$ cat config.mk
export PLATFORM = sky130hd
export DESIGN_NAME = narrow_wide_fifo_ctrl
export DESIGN_NICKNAME = d
export VERILOG_FILES = /design/src/rtl/narrow_wide_fifo_ctrl.sv
export SDC_FILE = /design/constraint.sdc
export NUM_CORES = 1
export LEC_CHECK = 0
export BUFFER_PORTS_ARGS = -buffer_cell sky130_fd_sc_hd__buf_2
export CAP_MARGIN = 20
export CORE_MARGIN = 10
export CORE_UTILIZATION = 34
export CTS_CLUSTER_DIAMETER = 120
export DETAILED_ROUTE_END_ITERATION = 7
export HOLD_SLACK_MARGIN = 0.06
export PLACE_DENSITY = 0.77
export SYNTH_ARGS = -nofsm -noshare
export SYNTH_HDL_FRONTEND = slang
export SYNTH_SLANG_ARGS = --single-unit
export TNS_END_PERCENT = 50
$ cat constraint.sdc
create_clock -name CLK -period 1.9 [get_ports CLK]
set_input_delay 0 -clock CLK [delete_from_list [all_inputs] [get_ports CLK]]
set_output_delay 0 -clock CLK [all_outputs]
set_load 0.005 [all_outputs]
$ cat src/rtl/narrow_wide_fifo_ctrl.sv
// Narrow-in / wide-out FIFO controller driving an external mixed-width dual-port RAM.
// Port A takes narrow pushes; port B prefetches complete wide words to the consumer.
module narrow_wide_fifo_ctrl #(
  parameter  int unsigned DATA_WIDTH_A = 8,
  parameter  int unsigned ADDR_WIDTH_A = 6,
  parameter  int unsigned ADDR_WIDTH_B = 4,
  localparam int unsigned DATA_WIDTH_B = DATA_WIDTH_A * (1 << (ADDR_WIDTH_A - ADDR_WIDTH_B))
) (
  input  logic                    CLK,
  input  logic                    RESET,
  input  logic [DATA_WIDTH_A-1:0] IN_DATA,
  input  logic                    IN_VALID,
  output logic                    IN_READY,
  output logic [DATA_WIDTH_B-1:0] OUT_DATA,
  output logic                    OUT_VALID,
  input  logic                    OUT_READY,
  output logic [ADDR_WIDTH_A:0]   LEVEL,
  output logic [ADDR_WIDTH_A-1:0] RAM_ADDR_A,
  output logic [DATA_WIDTH_A-1:0] RAM_DI_A,
  output logic                    RAM_WE_A,
  output logic [ADDR_WIDTH_B-1:0] RAM_ADDR_B,
  output logic                    RAM_WE_B,
  output logic [DATA_WIDTH_B-1:0] RAM_DI_B,
  input  logic [DATA_WIDTH_B-1:0] RAM_DO_B
);

  localparam int unsigned RATIO_LOG2 = ADDR_WIDTH_A - ADDR_WIDTH_B;
  localparam int unsigned RATIO      = 1 << RATIO_LOG2;
  localparam int unsigned LW         = ADDR_WIDTH_A + 1;
  localparam int unsigned AVW        = ADDR_WIDTH_B + 1;
  localparam int unsigned CAP        = 1 << ADDR_WIDTH_A;

  typedef enum logic {ST_EMPTY, ST_VALID} state_t;

  state_t                  r_state;
  state_t                  w_state_nxt;
  logic [ADDR_WIDTH_A-1:0] r_wr_ptr;
  logic [ADDR_WIDTH_B-1:0] r_rd_word;
  logic [LW-1:0]           r_level;
  logic [LW-1:0]           w_level_nxt;
  logic [AVW-1:0]          w_avail;
  logic                    w_in_ready;
  logic                    w_push;
  logic                    w_pop;

  // Only whole wide words count as available; a partial word is never read out.
  assign w_avail    = r_level[LW-1:RATIO_LOG2];
  assign w_in_ready = !RESET && (r_level != LW'(CAP));
  assign w_push     = IN_VALID & w_in_ready;
  assign w_pop      = (r_state == ST_VALID) & OUT_READY;
  assign w_level_nxt = r_level + LW'(w_push) - (w_pop ? LW'(RATIO) : LW'(0));

  // Head FSM: EMPTY issues the head read, VALID presents RAM_DO_B.
  always_comb begin
    w_state_nxt = r_state;
    case (r_state)
      ST_EMPTY: if (w_avail != AVW'(0)) w_state_nxt = ST_VALID;
      ST_VALID: if (w_pop && (w_avail == AVW'(1))) w_state_nxt = ST_EMPTY;
      default:  w_state_nxt = ST_EMPTY;
    endcase
  end

  always_ff @(posedge CLK) begin
    if (RESET) begin
      r_state   <= ST_EMPTY;
      r_wr_ptr  <= '0;
      r_rd_word <= '0;
      r_level   <= '0;
    end else begin
      r_state <= w_state_nxt;
      r_level <= w_level_nxt;
      if (w_push) r_wr_ptr  <= r_wr_ptr + ADDR_WIDTH_A'(1);
      if (w_pop)  r_rd_word <= r_rd_word + ADDR_WIDTH_B'(1);
    end
  end

  // On pop the next word is addressed now so it lands back-to-back next cycle.
  assign RAM_ADDR_B = w_pop ? (r_rd_word + ADDR_WIDTH_B'(1)) : r_rd_word;
  assign RAM_WE_B   = 1'b0;
  assign RAM_DI_B   = '0;
  assign RAM_ADDR_A = r_wr_ptr;
  assign RAM_DI_A   = IN_DATA;
  assign RAM_WE_A   = w_push;

  assign IN_READY  = w_in_ready;
  assign OUT_VALID = (r_state == ST_VALID);
  assign OUT_DATA  = RAM_DO_B;
  assign LEVEL     = r_level;

endmodule

---- Yosys cells after proc, flatten, opt, wreduce, memory -nomap -nowiden ----
Cells that the tools add are included.
storage, ports and cells
  bits in registers ....................... 18
  bits of input ports ..................... 44
  output and inout bits ................... 93
  word-level logic and storage cells ...... 22
cells by class
  add/sub/neg operators ................... 4
  eq/ne operators ......................... 2
  mux-type cells .......................... 5
  bitwise logic cells ..................... 3
  reductions and logical operators ........ 4
operators by type and width
  operator                                        count
  adder 7 x 1 -> 7 bit                            1
  != test 7 bit (second input constant)           1
  subtractor 7 x 3 -> 7 bit                       1
  adder 6 x 1 -> 6 bit (second input constant)    1
  == test 5 x 1 -> 1 bit (second input constant)  1
  nonzero test 5 bit                              1
  adder 4 x 1 -> 4 bit (second input constant)    1
  two-way mux 4 bit                               1
  two-way mux 3 bit                               1
  bitwise AND 1 bit                               2
  logical AND 1 bit                               2
  two-way mux 1 bit                               2
  case mux 1 bit (2 select lines)                 1
  zero test 1 bit                                 1
  inverter 1 bit                                  1

---- Logic depth before layout (Yosys ltp) ----
Gate-level depths: netlist (run 1).
  word-level depth ........................ 5
  gate-level depth with buffers ........... 12
  gate-level depth less buffers ........... 12

---- Worst setup path before layout (run 1) ----
OpenSTA, ideal clock, no wires.
  kind .................................... register -> register
  start ................................... register r_level[4] (netlist: LEVEL[4])
  end ..................................... register r_level[6] (netlist: LEVEL[6])
  setup time .............................. 0.128 ns
  data arrival time ....................... 2.078 ns
  required time ........................... 1.772 ns
  path slack .............................. -0.306 ns
  cell stages (with the launch flop) ...... 13
  path buffers ............................ 0
  clock period less this slack ............ 2.206 ns
  path through ............................ dfxtp_1 -> inv_1 -> ha_1 -> nor2b_2 -> a21bo_4 -> nor2_1 -> ha_1 -> inv_1 -> ha_1 -> o21ba_1 -> o221ai_1 -> xnor2_1 -> nor2_1
on the way
  cells in the longest elaborated chain, start to end .. 5
RTL lines
  what                       line  RTL
  start: declaration         39    logic [LW-1:0] r_level;
  start signal: assignment   71    r_level <= w_level_nxt;
  != test 7 bit              48    assign w_in_ready = !RESET && (r_level != LW'(CAP));
  logical AND 1 bit          48
  bitwise AND 1 bit          49    assign w_push = IN_VALID & w_in_ready;
  named net RAM_WE_A         20    output logic RAM_WE_A,
  adder 7 x 1 -> 7 bit       51    assign w_level_nxt = r_level + LW'(w_push) - (w_pop ? LW'(RATIO) : LW'(0));
  subtractor 7 x 3 -> 7 bit  51
The timed path passes the listed nets, and every way through them passes these cells.
A chain may end at the register's enable or synchronous reset.

---- Worst setup path in the final report (run 1) ----
  start ................................... register r_level[5] (netlist: LEVEL[5])
  end ..................................... register r_level[6] (netlist: LEVEL[6])
on the way
  cells in the longest elaborated chain, start to end .. 5
RTL lines
  what                         line
  != test 7 bit                48
  logical AND 1 bit            48
  bitwise AND 1 bit            49
  adder 7 x 1 -> 7 bit *       51
  subtractor 7 x 3 -> 7 bit *  51
Every way passes the cells marked *; elsewhere a longest branch is shown, timed or not.

==> results of run 1 <==
-- critical path, stage by stage (launching register included) --
cell	delay [ns]
sky130_fd_sc_hd__dfxtp_2	0.34
sky130_fd_sc_hd__inv_2	0.05
sky130_fd_sc_hd__buf_4	0.12
sky130_fd_sc_hd__buf_4	0.12
sky130_fd_sc_hd__buf_4	0.12
sky130_fd_sc_hd__buf_4	0.12
sky130_fd_sc_hd__buf_4	0.12
sky130_fd_sc_hd__buf_4	0.12
sky130_fd_sc_hd__buf_4	0.12
sky130_fd_sc_hd__buf_4	0.13
sky130_fd_sc_hd__ha_4	0.15
sky130_fd_sc_hd__inv_4	0.05
sky130_fd_sc_hd__o221ai_4	0.08
sky130_fd_sc_hd__xnor2_1	0.16
sky130_fd_sc_hd__nor2_1	0.05
-- state kept, by name, indices dropped and copies added, names as in the netlist --
| name | count |
|---|---|
| RAM_ADDR_A | 6 |
| LEVEL | 7 |
| OUT_VALID | 1 |
| r_rd_word | 4 |
-- per-stage QoR --
stage | hold WS [ns] | instance area, sq um
after floorplan | 0.0808 | 1680
after global placement | 0.0000346 | 1440
after detailed placement | 0.0000346 | 1440
after CTS | 0.117 | 1990
after global routing | 0.160 | 2050
final | 0.115 | 2050
-- what timing repair did --
item	CTS	global route
buffers inserted	9	1
pin swaps	9	8
hold endpoints to repair	40	0
endpoints found under the setup margin	4	5
gates resized for setup	9	7
hold buffers	40	0
-- path summary, 6_finish.rpt --
check	startpoint	to	slack, ns	depth (start not counted)
max	LEVEL[5]$_SDFF_PP0_	LEVEL[6]$_SDFF_PP0_	-0.06	14
min	OUT_READY	OUT_VALID$_SDFF_PP0_	0.11	4
max reg2reg	LEVEL[5]$_SDFF_PP0_	LEVEL[6]$_SDFF_PP0_	-0.06	14
min reg2reg	RAM_ADDR_A[5]$_SDFFE_PP0P_	RAM_ADDR_A[5]$_SDFFE_PP0P_	0.54	2
-- layer usage --
layer | vias up | wire, microns
met5 | - | 0
met4 | 0 | 19
met3 | 2 | 562
met2 | 70 | 2300
met1 | 511 | 1270
li1 | 555 | -
-- power by group --
group	switching, W	leakage (nW)	internal [W]
sequential	0.0000581	0.148	0.000453
combinational	0.000571	0.805	0.000719
clock	0.000134	0.0288	0.000184
total	0.000763	0.982	0.00136
-- cell type report --
type | count | area, sq um | area share (%)
Multi-Input combinational cell | 106 | 802 | 39.2
Inverter | 9 | 36.3 | 1.77
Clock buffer | 4 | 55.1 | 2.69
Timing Repair Buffer | 91 | 726 | 35.5
Sequential cell | 18 | 363 | 17.7
Tap cell | 52 | 65.1 | 3.18
-- layout by cell type (no fill, tap or decap), drive strengths merged --
cell type    instances
nor2b                7
nor2                13
a31oi                1
ha                  12
a21bo                1
clkbuf               4
a21oi                5
o21ai                2
nand2                3
mux2                 2
o21ba                1
dlygate4sd3         40
xor2                 2
inv                  9
xnor2               11
nand3                4
a211oi               1
conb                33
nand3b               1
mux2i                1
o221ai               1
o21bai               1
dfxtp               18
nand4                2
or2                  1
nor4b                1
buf                 51
-- kinds of logic after synthesis --
| family | synth area share (%) |
|---|---|
| adder cells (fa/ha/maj) | 9.81 |
| AO/OA/AOI/OAI | 6.21 |
| AND/OR/NAND/NOR | 12.0 |
| buffers and inverters | 38.6 |
| other | 0.245 |
| flip-flops | 23.5 |
| multiplexers | 2.13 |
| XOR/XNOR | 7.44 |
==> results.toml, run 1 <==
[route]
via_to_cell_ratio = 4.06
detail-route-antenna-nets = 0
detailroute.via_count = 1138
wl_per_cell_microns = 14.8
wl_mm = 4.15
drc_errors = 0
detailedRoute.firstPassIterationCount = 2
drtIter0Drc = 12

[finish]
antennaDiodeCount = 0
fill_cells = 433
layout-area-overhead-vs-synth_pct = 33.8
finalCoreUtilization_pct = 47.0
final_stage_net_count = 285
final_layout_size_suffix_gt1_share_pct = 33.3
final_cells = 280

[grt]
number_of_global_route_vias_before_repair = 1271
groute.usage.overall_pct = 9.61
number_of_antenna_violations_at_the_first_check_in_global_routing = 0
grt_util_met3_pct = 4.03
pin_count_of_the_biggest_net_entering_global_routing = 21
grt_overflow = 0
met2_usage_grt_pct = 19.4
grt_pass1_wl_mm = 6.01
use_met1_pct = 8.52
global_route.peak_usage_layer = "met2"

[floorplan]
die_height_microns = 87.1
ios = 137
core_area_sq_um = 4350
die_x_microns = 87.1
num_rows = 24
start_util_pct = 35.1
dieArea_sq_um = 7580

[yosys]
synth-edff-count = 0
synth_largest_area_cell = "sky130_fd_sc_hd__buf_4"
synth.top_cell.area_share_pct = 35.8
netlist_instances = 176
netlist_area_sq_um = 1530
synth.ff_latch_count = 18
yosysUniqueCellTypes = 32
postSynth.asyncResetShare_pct = 0
ys.warnings.count = 0
synth.top_cells.by_area = "sky130_fd_sc_hd__buf_4, sky130_fd_sc_hd__dfxtp_1, sky130_fd_sc_hd__ha_1, sky130_fd_sc_hd__xnor2_1, sky130_fd_sc_hd__nor2_1"
synth.most_common_cell = "sky130_fd_sc_hd__buf_4"
yosys-top-cells-count = "sky130_fd_sc_hd__buf_4, sky130_fd_sc_hd__dfxtp_1, sky130_fd_sc_hd__nor2_1, sky130_fd_sc_hd__ha_1, sky130_fd_sc_hd__xnor2_1"
top_ff_cell_synth = "sky130_fd_sc_hd__dfxtp_1"
seq_area_frac_synth_pct = 23.5
postSynthAreaPerCell_sq_um = 8.69

[status]
result_of_the_run = "finished, violations left"
failed_checks = "setup timing"

[critical_path]
setup.worst_path.start_class = "flop"
cp-end-kind = "flop"
cp_max_fo = 2
setup.worst_path.class = "reg -> reg"
cp.arrival_ns = 2.11
required_time_of_the_critical_path_ns = 2.05

[place]
hpwlAfterDp_mm = 2.40
pre_cts_slack_ns = -0.126
post-place-cells = 226
globalplace.congestion = 0.715
placement.io_buffers = 23

[sta]
finalHoldViolations = 0
layout_worst_path_cycle_share_pct = 103
fmaxAchievable_ghz = 0.510
finalSetupViolCount = 2
finalClockSkew_ns = 0.00155
layout_min_cycle_time_ns = 1.96
report.final.slew_viol_count = 0
grt_setup_unrepaired = "true"
timing.setup.tns_ns = -0.110
fin_ws_ns = -0.0623

[pwr]
pwr_density_cell_nw_per_um2 = 1040
total_power_w = 0.00212
power_leakage_nw = 0.982
vdd_ir_drop_max_v = 0.000422

[min_path]
hold_path_class = "in -> reg"

[clocking]
clk_latency_ns = 0.25
cts.clk_slew.worst_paths_ns = 0.07
htree_num_levels = 1
tritoncts_num_sinks = 18
cts_tree = "done"
clock_tree.root_cell = "sky130_fd_sc_hd__clkbuf_8"
cts_inserted_buffers = 3
clk_path_buf_depth = 2

[job]
max_cap_viol_count = 0
Note: power is estimated with default switching activity, not from simulation.
==> run 2: changes to the inputs <==
--- a/config.mk
+++ b/config.mk
@@ -12,6 +12,7 @@
 export CTS_CLUSTER_DIAMETER = 120
 export DETAILED_ROUTE_END_ITERATION = 7
 export HOLD_SLACK_MARGIN = 0.06
+export MAX_ROUTING_LAYER = met4
 export PLACE_DENSITY = 0.77
 export SYNTH_ARGS = -nofsm -noshare
 export SYNTH_HDL_FRONTEND = slang
==> constraint.sdc (replaced) <==
create_clock -name CLK -period 1.9 [get_ports CLK]
set_input_delay 0.38 -clock CLK [delete_from_list [all_inputs] [get_ports CLK]]
set_output_delay 0.38 -clock CLK [all_outputs]
set_load 0.005 [all_outputs]
==> run 2 against run 1 <==
Against the previous run:
- count of clock-buffer cells in the layout unchanged
- flip-flop and latch count unchanged
- power decreased by 7.0%
- first-iteration DRC count increased by 83%
- the flow still finishes with violations (setup timing)
- global-route usage decreased by 1.7 points
- setup slack got worse by 0.039 ns
- largest power group unchanged
- register-to-register slack got worse by 0.04 ns
- die area unchanged
- critical path depth decreased by 2
- worst hold slack improved by 0.45 ns
==> results.toml, run 2 (same netlist as run 1, synthesis figures left out) <==
[status]
result_of_the_run = "finished, violations left"
failed_checks = "setup timing"

[critical_path]
destination_of_the_worst_register_to_register_timing_path = "LEVEL[4]$_SDFF_PP0_"
crit_chain = "inv_2 -> ha_4 -> nor2b_4 -> a21bo_4 -> nor2_4 -> ha_4 -> inv_2 -> ha_4 -> o21ba_4 -> o21bai_1 -> xnor2_1 -> nor2_1"
worst-r2r-cell-count = 12
reg2reg_from = "LEVEL[4]$_SDFF_PP0_"
cp.arrival_ns = 2.15
setup.worst_path.start_class = "flop"
timing.critical_path.slowest_stage_cell = "sky130_fd_sc_hd__dfxtp_2"
regToRegSetupSlack_ns = -0.10
cp_max_fo = 2
slowest_delay_ns = 0.34
critPathMostFrequentCell = "sky130_fd_sc_hd__ha_4"
setup.worst_path.class = "reg -> reg"
required_time_of_the_critical_path_ns = 2.05
cp-end-kind = "flop"

[place]
placement.io_buffers = 23
globalplace.congestion = 0.763
hpwlAfterDp_mm = 2.47

[sta]
fin_ws_ns = -0.101
fmaxAchievable_ghz = 0.500
timing.setup.tns_ns = -0.207
finalHoldViolations = 0
finalSetupViolCount = 3
layout_worst_path_cycle_share_pct = 105
finalClockSkew_ns = 0.00523
layout_min_cycle_time_ns = 2.00
grt_setup_unrepaired = "true"
final.hold.worst_slack_ns = 0.564
report.final.slew_viol_count = 0

[grt]
met2_usage_grt_pct = 13.9
use_met1_pct = 7.72
number_of_antenna_violations_at_the_first_check_in_global_routing = 0
number_of_global_route_vias_before_repair = 1074
grt_overflow = 0
pin_count_of_the_biggest_net_entering_global_routing = 21
grt_pass1_wl_mm = 4.78
groute.usage.overall_pct = 7.94
global_route.peak_usage_layer = "met2"
grt_util_met3_pct = 2.43

[floorplan]
start_util_pct = 35.1
dieArea_sq_um = 7580
die_x_microns = 87.1
num_rows = 24
core_area_sq_um = 4350
ios = 137
die_height_microns = 87.1

[pwr]
p_sw_share_pct = 36.5
share_seq_of_total_power_pct = 25.9
vdd_ir_drop_max_v = 0.000530
power_leakage_nw = 0.802
power_frac_comb_pct = 57.8
pwr_density_cell_nw_per_um2 = 1220
internal_power_w = 0.00125
total_power_w = 0.00197
power.share.clock_pct = 16.4
power_switching_w = 0.000719

[clocking]
cts_tree = "done"
cts.clk_slew.worst_paths_ns = 0.08
cts_hold_buffers = 0
clk_path_buf_depth = 2
cts_inserted_buffers = 3
clk_latency_ns = 0.26
tritoncts_num_sinks = 18
clock_tree.root_cell = "sky130_fd_sc_hd__clkbuf_8"
htree_num_levels = 1

[finish]
antennaDiodeCount = 0
finalCoreUtilization_pct = 37.0
final_layout_size_suffix_gt1_share_pct = 38.2
layout-area-overhead-vs-synth_pct = 5.40
layout.cells.most_common = "sky130_fd_sc_hd__conb_1"
fill_cells = 449
number_of_flip_flops_in_the_largest_register = 7
final_stage_net_count = 243
final_cell_mix = "sky130_fd_sc_hd__conb_1, sky130_fd_sc_hd__buf_4, sky130_fd_sc_hd__buf_2"

[route]
via_to_cell_ratio = 4.11
wl_mm = 3.20
detailroute.via_count = 979
wl_per_cell_microns = 13.5
detailedRoute.firstPassIterationCount = 4
detail-route-antenna-nets = 0
drtIter0Drc = 22
drc_errors = 0

[min_path]
hold_depth = 2
hp-start = "RAM_ADDR_A[1]$_SDFFE_PP0P_"
holdPathEnd = "RAM_ADDR_A[1]$_SDFFE_PP0P_"
hold_path_class = "reg -> reg"

[job]
max_cap_viol_count = 0
run 2: changes by cell type in the layout (fill, tap and decap cells not counted), sizes merged:
cell and change:
buf -2, dlygate4sd3 -40
run 2: area by class of cell:
type / count / area, sq um / share of cell area, %
inverter: 9 / 33.8 / 2.09
multi-input combinational: 106 / 786 / 48.7
tap: 52 / 65.1 / 4.03
clock buffer: 4 / 55.1 / 3.41
sequential: 18 / 363 / 22.5
timing repair buffer: 49 / 310 / 19.2
run 2: layer usage:
| layer | wire length (microns) | share of wire [%] |
|---|---|---|
| met1 | 1150 | 36 |
| met2 | 1630 | 51 |
| met3 | 313 | 9.8 |
| met4 | 104 | 3.2 |
| met5 | 0 | 0 |
run 2: worst max path at each step:
stage               cells past startpoint  slack, ns                   to                 from
floorplan                              12      -0.16  LEVEL[4]$_SDFF_PP0_  LEVEL[4]$_SDFF_PP0_
global placement                       12      -0.09  LEVEL[4]$_SDFF_PP0_  LEVEL[4]$_SDFF_PP0_
detailed placement                     12      -0.16  LEVEL[4]$_SDFF_PP0_  LEVEL[4]$_SDFF_PP0_
CTS                                    12      -0.10  LEVEL[4]$_SDFF_PP0_  LEVEL[5]$_SDFF_PP0_
global route                           12      -0.21  LEVEL[4]$_SDFF_PP0_  LEVEL[4]$_SDFF_PP0_
finish                                 12      -0.10  LEVEL[4]$_SDFF_PP0_  LEVEL[4]$_SDFF_PP0_
run 2: what timing repair did:
action                                  CTS  global route
resized for setup                         8             3
endpoints found under the setup margin    2             6
pin swaps                                 9             5
buffers inserted                          5             1
hold endpoints to repair                  0             0
run 2: power groups by stage:
stage                     registers [W]  clock network (W)  logic [W]
after floorplan                0.000537                  0   0.000683
after detailed placement       0.000516                  0   0.000949
after CTS                      0.000511           0.000328    0.00104
final                          0.000510           0.000322    0.00114
after global placement         0.000513                  0   0.000929
after global routing           0.000521           0.000349    0.00127
run 2: through the flow:
| stage | worst slack [ns] | cell area, sq um | cells |
|---|---|---|---|
| 2_1_floorplan | -0.155 | 1680 | 208 |
| 3_3_place_gp | -0.0932 | 1450 | 228 |
| 3_5_place_dp | -0.162 | 1450 | 228 |
| 4_1_cts | -0.102 | 1580 | 237 |
| 5_1_grt | -0.206 | 1610 | 238 |
| 6_report | -0.101 | 1610 | 238 |
run 2: worst max-delay path: cells and delay by family, from the launching register on:
| family | cells | cell delay, ns |
|---|---|---|
| compound gates | 3 | 0.58 |
| fa+ha+maj | 3 | 0.44 |
| flops | 1 | 0.34 |
| simple gates | 3 | 0.29 |
| xor+xnor | 1 | 0.13 |
| buf+inv | 2 | 0.09 |
